`src/rtl/br_game_fsm.sv`:
```
// br_game_fsm - game-flow controller for BlockyRoads.
//   Sequences IDLE -> PLAY -> EXPLODE -> OVER. It keeps a saturating BCD
//   running score and a BCD high score, and latches the index of the
//   obstacle that caused the crash.
// Ports:
//   clk, clr (async, active-low)   clock / reset
//   start                          start/restart request (one cycle)
//   frame_tick                     one pulse per video frame
//   collide[NUM_OBS]               per-obstacle collision levels
//   state[2]                       0 IDLE, 1 PLAY, 2 EXPLODE, 3 OVER
//   scroll_en / btn_visible / explode_visible   renderer controls
//   hit_idx                        lowest colliding obstacle index
//   score / high_score             BCD, digit 0 in the LSBs
//   new_high                       one-cycle pulse on a high-score update
// Config macro: BR_HISCORE_EN builds the high-score register and comparator.
//   When it is undefined, high_score and new_high are tied to 0.
// All outputs are registered.
module br_game_fsm #(
  parameter int NUM_OBS        = 5,
  parameter int NUM_DIGITS     = 4,
  parameter int SCORE_DIV      = 30,
  parameter int EXPLODE_FRAMES = 60,
  localparam int HW = (NUM_OBS > 1) ? $clog2(NUM_OBS) : 1,
  localparam int SW = 4 * NUM_DIGITS
) (
  input  logic               clk,
  input  logic               clr,
  input  logic               start,
  input  logic               frame_tick,
  input  logic [NUM_OBS-1:0] collide,
  output logic [1:0]         state,
  output logic               scroll_en,
  output logic               btn_visible,
  output logic               explode_visible,
  output logic [HW-1:0]      hit_idx,
  output logic [SW-1:0]      score,
  output logic [SW-1:0]      high_score,
  output logic               new_high
);
  localparam int FCW = (SCORE_DIV > 1) ? $clog2(SCORE_DIV) : 1;
  localparam int ECW = (EXPLODE_FRAMES > 1) ? $clog2(EXPLODE_FRAMES) : 1;
  localparam logic [FCW-1:0] FMAX = FCW'(SCORE_DIV - 1);
  localparam logic [ECW-1:0] EMAX = ECW'(EXPLODE_FRAMES - 1);
  localparam logic [SW-1:0]  SAT  = {NUM_DIGITS{4'h9}};

  typedef enum logic [1:0] {IDLE = 2'd0, PLAY = 2'd1, EXPL = 2'd2, OVER = 2'd3} st_e;

  st_e            state_q, state_d;
  logic [FCW-1:0] frame_q, frame_d;
  logic [ECW-1:0] expl_q, expl_d;
  logic [SW-1:0]  score_q, score_d;
  logic [HW-1:0]  hit_q, hit_d, low_idx;
  logic           expl_done;
  logic           scroll_q, scroll_d, btn_q, btn_d, boom_q, boom_d;

  // BCD +1 with ripple carry across the digits.
  function automatic logic [SW-1:0] bcd_inc(input logic [SW-1:0] v);
    logic [SW-1:0] r;
    logic          c;
    r = v;
    c = 1'b1;
    for (int d = 0; d < NUM_DIGITS; d++) begin
      if (c) begin
        if (v[4*d +: 4] == 4'd9) r[4*d +: 4] = 4'd0;
        else begin
          r[4*d +: 4] = v[4*d +: 4] + 4'd1;
          c = 1'b0;
        end
      end
    end
    return r;
  endfunction

  // Lowest set collide bit: scan downwards so the last match wins.
  always_comb begin
    low_idx = '0;
    for (int i = NUM_OBS - 1; i >= 0; i--)
      if (collide[i]) low_idx = HW'(i);
  end

  // State and datapath registers
  always_ff @(posedge clk or negedge clr) begin
    if (!clr) begin
      state_q  <= IDLE;
      frame_q  <= '0;
      expl_q   <= '0;
      score_q  <= '0;
      hit_q    <= '0;
      scroll_q <= 1'b0;
      btn_q    <= 1'b1;
      boom_q   <= 1'b0;
    end else begin
      state_q  <= state_d;
      frame_q  <= frame_d;
      expl_q   <= expl_d;
      score_q  <= score_d;
      hit_q    <= hit_d;
      scroll_q <= scroll_d;
      btn_q    <= btn_d;
      boom_q   <= boom_d;
    end
  end

  // Next state and datapath
  always_comb begin
    state_d   = state_q;
    frame_d   = frame_q;
    expl_d    = expl_q;
    score_d   = score_q;
    hit_d     = hit_q;
    expl_done = 1'b0;
    case (state_q)
      IDLE, OVER: begin
        if (start) begin
          state_d = PLAY;
          score_d = '0;
          frame_d = '0;
          expl_d  = '0;
        end
      end
      PLAY: begin
        // A collision beats a same-cycle tick: no score for that frame.
        if (|collide) begin
          state_d = EXPL;
          hit_d   = low_idx;
        end else if (frame_tick) begin
          if (frame_q == FMAX) begin
            frame_d = '0;
            if (score_q != SAT) score_d = bcd_inc(score_q);
          end else begin
            frame_d = frame_q + 1'b1;
          end
        end
      end
      default: begin
        if (frame_tick) begin
          if (expl_q == EMAX) begin
            state_d   = OVER;
            expl_d    = '0;
            expl_done = 1'b1;
          end else begin
            expl_d = expl_q + 1'b1;
          end
        end
      end
    endcase
  end

  // Outputs decoded from the next state so they register on the same edge.
  always_comb begin
    scroll_d = (state_d == PLAY);
    btn_d    = (state_d == IDLE) || (state_d == OVER);
    boom_d   = (state_d == EXPL);
  end

  assign state           = state_q;
  assign scroll_en       = scroll_q;
  assign btn_visible     = btn_q;
  assign explode_visible = boom_q;
  assign hit_idx         = hit_q;
  assign score           = score_q;

`ifdef BR_HISCORE_EN
  logic [SW-1:0] hs_q;
  logic          nh_q;
  logic          hs_upd;

  // BCD ordering matches binary ordering, so a plain compare is enough.
  assign hs_upd = expl_done && (score_q > hs_q);

  always_ff @(posedge clk or negedge clr) begin
    if (!clr) begin
      hs_q <= '0;
      nh_q <= 1'b0;
    end else begin
      nh_q <= hs_upd;
      if (hs_upd) hs_q <= score_q;
    end
  end

  assign high_score = hs_q;
  assign new_high   = nh_q;
`else
  assign high_score = '0;
  assign new_high   = 1'b0;
`endif

endmodule

```
`config.mk`:
```
export PLATFORM = sky130hd
export DESIGN_NAME = br_game_fsm
export DESIGN_NICKNAME = d
export VERILOG_FILES = /design/src/rtl/br_game_fsm.sv
export SDC_FILE = /design/constraint.sdc
export NUM_CORES = 1
export LEC_CHECK = 0
export CAP_MARGIN = 20
export CELL_PAD_IN_SITES_DETAIL_PLACEMENT = 0
export CELL_PAD_IN_SITES_GLOBAL_PLACEMENT = 1
export CORE_MARGIN = 1.5
export CORE_UTILIZATION = 41
export DETAILED_ROUTE_END_ITERATION = 8
export HOLD_SLACK_MARGIN = 0.08
export PLACE_DENSITY_LB_ADDON = 0.1
export SYNTH_ARGS = -nofsm -noshare
export SYNTH_HDL_FRONTEND = slang
export SYNTH_SLANG_ARGS = --single-unit
export TNS_END_PERCENT = 5
```
`constraint.sdc`:
```
create_clock -name clk -period 5.8 [get_ports clk]
set_clock_uncertainty 0.15 [all_clocks]
set_input_delay 1.16 -clock clk [delete_from_list [all_inputs] [get_ports clk]]
set_output_delay 1.16 -clock clk [all_outputs]
set_load 0.1 [all_outputs]
```
==> impl_results.md, run 1 <==
* Status: finished clean
* First-pass GRT wire length at around 8000 um
* Hold-fix buffers, CTS at 0
* H-tree depth at 2
* Synth async-reset ratio at 100%
* Most used DFF post-synth: dfrtp_1
* P_leak at around 1.2 nW
* Crit path kind: reg2reg
* Share of layout cells above drive strength 1 at 11.4%
* Largest vdd supply drop at slightly above 0.3 mV
* Clock slew at reported path FFs at 0.07 ns
* Top Layer Used: met4
* Largest net degree at the start of global routing at 36
* Remaining antenna violation count at 0
* Design area at ~0.0027 mm^2
* Clock sink total at 35
* Starting Density at roughly 43%
* #FFs+latches synth at 35
* Slew HR at 34.8%
* Mean Syn Cell Area at roughly 9.5 um^2
* Hold Fails Final Rpt at 0
* Chip width at approximately 77 um
* Worst EP required at 5.81 ns
* F_max at ~280 MHz
* Crit path max-delay family: simple AND/OR/NAND/NOR gates
* Total GRT Usage at 16.8%
* Worst-skew pair later-pin latency at roughly 0.28 ns
* Mapped Area at 0.00224 mm^2
* Power per cell area at 577 mW/mm^2
* Post CTS Setup Buffer Count at 0
* CORE AREA at 0.00517 mm^2
* GR Overflow Total at 0
* Critical Path Fanout Max at 24
* Final setup viols at 0
* Commonest cells after routing, fill and taps aside: 34 x dfrtp_1, 32 x clkdlybuf4s50_1, 23 x nand2_1
* Critical-path cell list: inv_1 > ha_1 > inv_1 > and2_2 > nor2_1 > or3_4 > mux2_2
* Tcrit/Tclk final at 60.8%
* CTS root buffer: clkbuf_8
* I/O Pins at 50
* Setup TNS at 0 ns
* Worst path bufs/invs at 2
* Area delta synth->final at 18.8%
* Worst-Margin Slew at between 0.9 and 1 ns
* CP max-delay cell: ha_1
* WL per Instance at between 10 and 15 um
* GPL Wtd Cong at between 0.7 and 0.8
* CTS tree: done
* NumNets Final at 296
* Post-synth cell types at 52
* Crit end category: register
* 1st-iter DRT viols at 119
* WL met3 at between 100 and 150 um
* Vias at ~1800
* Vias in the first global route at ~1700
* Max-slew violations at 0
* Remaining DRCs at 0
* CP most frequent cell: inv_1
* Cell Rows at 26
* Post-DP HPWL at between 3000 and 4000 um
* Sequential share of the synthesized area at 39.1%
* Post-Route M1 WL at approximately 2300 um
* First-pass DRT Iterations at 4
* Period minus WS final at around 3.5 ns
* Crit path arrival time at roughly 3.5 ns
* IO Port Bufs at 32
* Post-synth EDFFs at 0
* CTS Buf Count at 5
* Vias per cell at between 5 and 6
* Wire length on met2 at between 2000 and 2500 um
* Synth warnings at 0
* Initial antenna violation count at 0
* Commonest non-fill, non-tap cell in the layout: dfrtp_1
* Mapped Cells at 236
* Routed Wire Length at approximately 4700 um
* Dpl cell area at 0.00256 mm^2
* Slowest stage delay, CP at 0.70 ns
* Hold Path Class: reg2reg
* Die area at between 0.005 and 0.006 mm^2
* Diode count at 0
* CP Launch Type: register
* Hold slack at ~0.33 ns
* Die H at between 70 and 80 um
* R2R Setup Slk at 2.27 ns
* Bufs on Longest Clock Path at 2
* Cts repair resizes at 0
* RSZ-0062 raised after global routing: no
* Max-cap violations at 0
## power breakdown
group          internal, mW  switching [mW]  total, mW  leakage [nW]
clock                 0.108          0.0832      0.192        0.0515
sequential            0.313          0.0630      0.376         0.467
combinational         0.275           0.694      0.969         0.634
## synthesized netlist by cell type, types with 2 or more instances
master,n,area (um^2)
o31ai_1,9,67.6
o21ai_0,17,85.1
or2_2,2,12.5
a21oi_1,7,35.0
and2_1,2,12.5
inv_1,15,56.3
clkbuf_1,2,7.51
o22ai_1,2,12.5
dfrtp_1,34,851
mux2_2,6,67.6
a22o_1,4,35.0
nand2_1,23,86.3
o41ai_1,6,52.6
nor4_1,2,12.5
and3_1,3,18.8
buf_4,17,128
nand3_1,10,50.1
ha_1,15,188
nand3b_1,4,30.0
nand2b_1,4,25.0
nor2b_1,3,18.8
clkbuf_8,2,27.5
nor2_1,17,63.8
or3_4,2,22.5
## area by class of cell
cell class | instances | area [um^2]
clock buffer | 8 | 100
fill | 509 | 2510
inverter | 15 | 56.3
multi-input combinational | 181 | 1200
sequential | 35 | 877
tap | 70 | 87.6
timing repair buffer | 34 | 335
## worst paths after layout
path,startpoint,to,cells after the start
min reg2reg,expl_q[4]$_DFFE_PN0P_,expl_q[4]$_DFFE_PN0P_,1
min,expl_q[4]$_DFFE_PN0P_,expl_q[4]$_DFFE_PN0P_,1
max in group asynchronous,clr,btn_visible$_DFF_PN1_,2
max,state[1]$_DFF_PN0_,score[8]$_DFFE_PN0P_,7
min in group asynchronous,clr,score[6]$_DFFE_PN0P_,2
max reg2reg,state[1]$_DFF_PN0_,score[8]$_DFFE_PN0P_,7
## kinds of logic (layout without fill, tap and decap cells)
kind of cell,count (synthesis),after routing,synth area share (%)
mux,8,8,3.96
simple gates,83,83,20.6
compound gates,58,58,18.0
buf+inv,36,57,9.77
flops,35,35,39.1
other cells,1,17,0.167
fa+ha+maj,15,15,8.38
## sequential cells by signal, indices dropped and copies added, names as in the netlist
signal,flops
state,2
hit_idx,3
scroll_en,1
btn_visible,1
score,16
frame_q,5
expl_q,6
explode_visible,1
## metal layers
| layer | vias up | track usage (%) |
|---|---|---|
| met2 | 28 | 27.6 |
| met5 | - | 0 |
| met1 | 859 | 22.7 |
| met4 | 0 | 4.44 |
| met3 | 2 | 3.21 |
| li1 | 890 | - |
## per-stage QoR
| stage | setup slack (ns) | cells | util (%) | total power [mW] |
|---|---|---|---|---|
| 5_1_grt | 1.97 | 343 | 51.5 | 1.64 |
| 6_report | 2.27 | 343 | 51.5 | 1.54 |
| 2_1_floorplan | 2.62 | 252 | - | 1.16 |
| 4_1_cts | 2.24 | 343 | 51.5 | 1.56 |
| 3_3_place_gp | 2.05 | 335 | 49.5 | 1.35 |
| 3_5_place_dp | 1.98 | 335 | 49.5 | 1.36 |
## worst register-to-register path, delay by kind of cell, from the launching register on
kind / cells / cell delay [ns]
adders and majority gates: 1 / 0.70
muxes: 1 / 0.33
DFF: 1 / 0.42
buffers and inverters: 2 / 0.49
and+or+nand+nor: 3 / 1.32
Note: power is estimated with default switching activity, not from simulation.
==> run 2: changes to the inputs <==
- CORE_UTILIZATION: 41 -> 35
- clock period: 5.8 -> 2.95 ns (I/O delays scaled with it)
==> run 2 against run 1 <==
Net effect:
- clock-buffer cell count decreased by 1
- non-clock buffer count grew 17
- critical path type is now in2reg
- sequential share of layout area shrank 0.70 points
- critical path depth fell by 2
==> impl_results.md, run 2 (synthesis results as in run 1) <==
* Met3 usage at 3.28% (+0.066 points)
* Multi-input logic area at 0.00120 mm^2 (unchanged)
* Initial antenna violation count at 0 (unchanged)
* Comb pwr share at 64.4% (+1.4 points)
* Hold Path Class: in2async
* Remaining antenna violation count at 0 (unchanged)
* CP Launch Type: input pin
* Crit path kind: in2reg
* Clock sink total at 35 (unchanged)
* Core Util, Final at 44.9% (-6.5 points)
* 1st-iter DRT viols at 62 (-48%)
* Post CTS Setup Buffer Count at 0 (unchanged)
* Largest vdd supply drop at 0.611 mV (+96%)
* Routed Wire Length at 4890 um (+4.4%)
* Total GRT Usage at 14.9% (-1.9 points)
* Bufs on Longest Clock Path at 2 (unchanged)
* Seq pwr share at 23.9% (-0.6 points)
* Crit path arrival time at 2.83 ns (-0.71 ns)
* Max reg flops at 16 (unchanged)
* Worst EP required at 2.97 ns (-2.84 ns)
* Critical Path Fanout Max at 4 (-83%)
* First-pass DRT Iterations at 4 (unchanged)
* R2R Setup Slk at 0.38 ns (-1.89 ns)
* Tcrit/Tclk final at between 90% and 100%
* Clock share of power at 11.8% (-0.7 points)
* NumNets Final at 313 (+5.7%)
* GRT met1 Usage at 19.3% (-3.4 points)
* Int Pwr at 1.40 mW (+100%)
* Final Power at 3.09 mW (+100%)
* I/O Pins at 50 (unchanged)
* CTS Buf Count at 5 (unchanged)
* Hold-fix buffers, CTS at 0 (unchanged)
* IO Port Bufs at 32 (unchanged)
* Clock slew at reported path FFs at 0.07 ns (about the same)
* Vias at 1828 (+2.8%)
* FF/Latch Area at 878 um^2 (+0.14%)
* Vias per cell at 5.01 (-3.4%)
* Period minus WS final at 2.81 ns
* P_leak at 1.27 nW (+10%)
* Status: finished clean
* CTS root buffer: clkbuf_8
* Max-cap violations at 0 (unchanged)
* Final setup viols at 0 (unchanged)
* Share of layout cells above drive strength 1 at 25.5% (+14 points)
* Design area at 0.00272 mm^2 (+2.3%)
* Cts repair resizes at 0 (unchanged)
* Worst-Margin Slew at 0.811 ns (-0.164 ns)
* H-tree depth at 2 (unchanged)
* Launch point of the worst reg-to-reg path: frame_q[1]$_DFFE_PN0P_
* Vias in the first global route at 1804 (+6.2%)
* Die area at 0.00689 mm^2 (+16%)
* Commonest non-fill, non-tap cell in the layout: buf_4
* Remaining DRCs at 0 (unchanged)
* GPL Wtd Cong at 0.748 (-4.2%)
* Hold Fails Final Rpt at 0 (unchanged)
* WL per Instance at 13.4 um (-1.9%)
* Cell Rows at 28 (+7.7%)
* Diode count at 0 (unchanged)
* Power per cell area at 1130 mW/mm^2 (+97%)
* Area delta synth->final at 21.5%
* First-pass GRT wire length at 8500 um (+5.8%)
* CORE AREA at 0.00606 mm^2 (+17%)
* CTS tree: done
* Crit end category: register
* Reg2reg end: score[15]$_DFFE_PN0P_
* Commonest cells after routing, fill and taps aside: 43 x buf_4, 33 x dfrtp_1, 23 x nand2_1
* Switching Fraction at 54.6% (-0.098 points)
* F_max at between 300 and 400 MHz
* NetSw at 1.69 mW (+100%)
* Slew HR at 45.9% (+11 points)
* Starting Density at 37.0% (-6.4 points)
* Chip width at 83.0 um (+7.9%)
* Largest net degree at the start of global routing at 36 (unchanged)
* Gr busiest metal: met2
* Max-slew violations at 0 (unchanged)
* Fill cells at 616 (+21%)
* Dpl cell area at 0.00263 mm^2 (+2.7%)
* GR Overflow Total at 0 (unchanged)
* Post-DP HPWL at 3680 um (+11%)
* Global-route met2 utilization at 25.1% (-2.5 points)
* RSZ-0062 raised after global routing: no
* Die H at 83.0 um (+7.9%)
* Worst-skew pair later-pin latency at 0.29 ns (about the same)
* Worst R2R Path Depth at 7 (unchanged)
-- run 2: changes by cell type in the layout (fill, tap and decap cells not counted) --
cell             change
buf_2                +1
clkinv_2             +1
dfrtp_1              -1
clkdlybuf4s50_1     -25
clkbuf_8             -1
buf_4               +41
dfrtp_2              +1
-- run 2: layer usage --
| layer | routed length, um | part of all wire (%) |
|---|---|---|
| met5 | 0 | 0 |
| met4 | 55 | 1.1 |
| met3 | 172 | 3.5 |
| met2 | 2330 | 48 |
| met1 | 2340 | 48 |
-- run 2: worst max-delay path, stage by stage --
cell and delay (ns):
clkdlybuf4s50_1 0.42, or4_4 0.56, or4b_4 0.55, a221oi_2 0.34, mux2_2 0.37
-- run 2: worst max-delay path by stage --
stage / start / endpoint / cells after the start
floorplan: score[12]$_DFFE_PN0P_ / score[8]$_DFFE_PN0P_ / 5
global route: collide[1] / score[0]$_DFFE_PN0P_ / 5
CTS: collide[1] / score[0]$_DFFE_PN0P_ / 5
finish: collide[1] / score[0]$_DFFE_PN0P_ / 5
global placement: collide[1] / score[0]$_DFFE_PN0P_ / 5
detailed placement: collide[1] / score[0]$_DFFE_PN0P_ / 5
-- run 2: final cells by class --
type                       count  area share, %
inverter                      15           2.07
multi-input combinational    181           44.3
clock inverter                 1          0.184
timing repair buffer          51           14.6
clock buffer                   7           3.17
tap                           75           3.45
sequential                    35           32.3
-- run 2: power groups by stage --
stage	Sequential (mW)	Clock, mW	Combinational (mW)
after global routing	0.760	0.399	2.17
after global placement	0.746	0	2.01
after floorplan	1.35	0	0.933
after detailed placement	0.748	0	2.01
final	0.737	0.364	1.99
after CTS	0.739	0.375	2.01
-- run 2: metrics by stage --
step / setup TNS (ns) / hold WS [ns] / worst slack [ns] / std cells
after floorplan: -0.162 / 0.144 / -0.0408 / 252
after global placement: -0.610 / 0.320 / -0.145 / 357
after detailed placement: -0.812 / 0.331 / -0.160 / 357
after CTS: 0 / 0.285 / 0.145 / 365
after global routing: 0 / 0.323 / 0.0829 / 365
final: 0 / 0.243 / 0.140 / 365
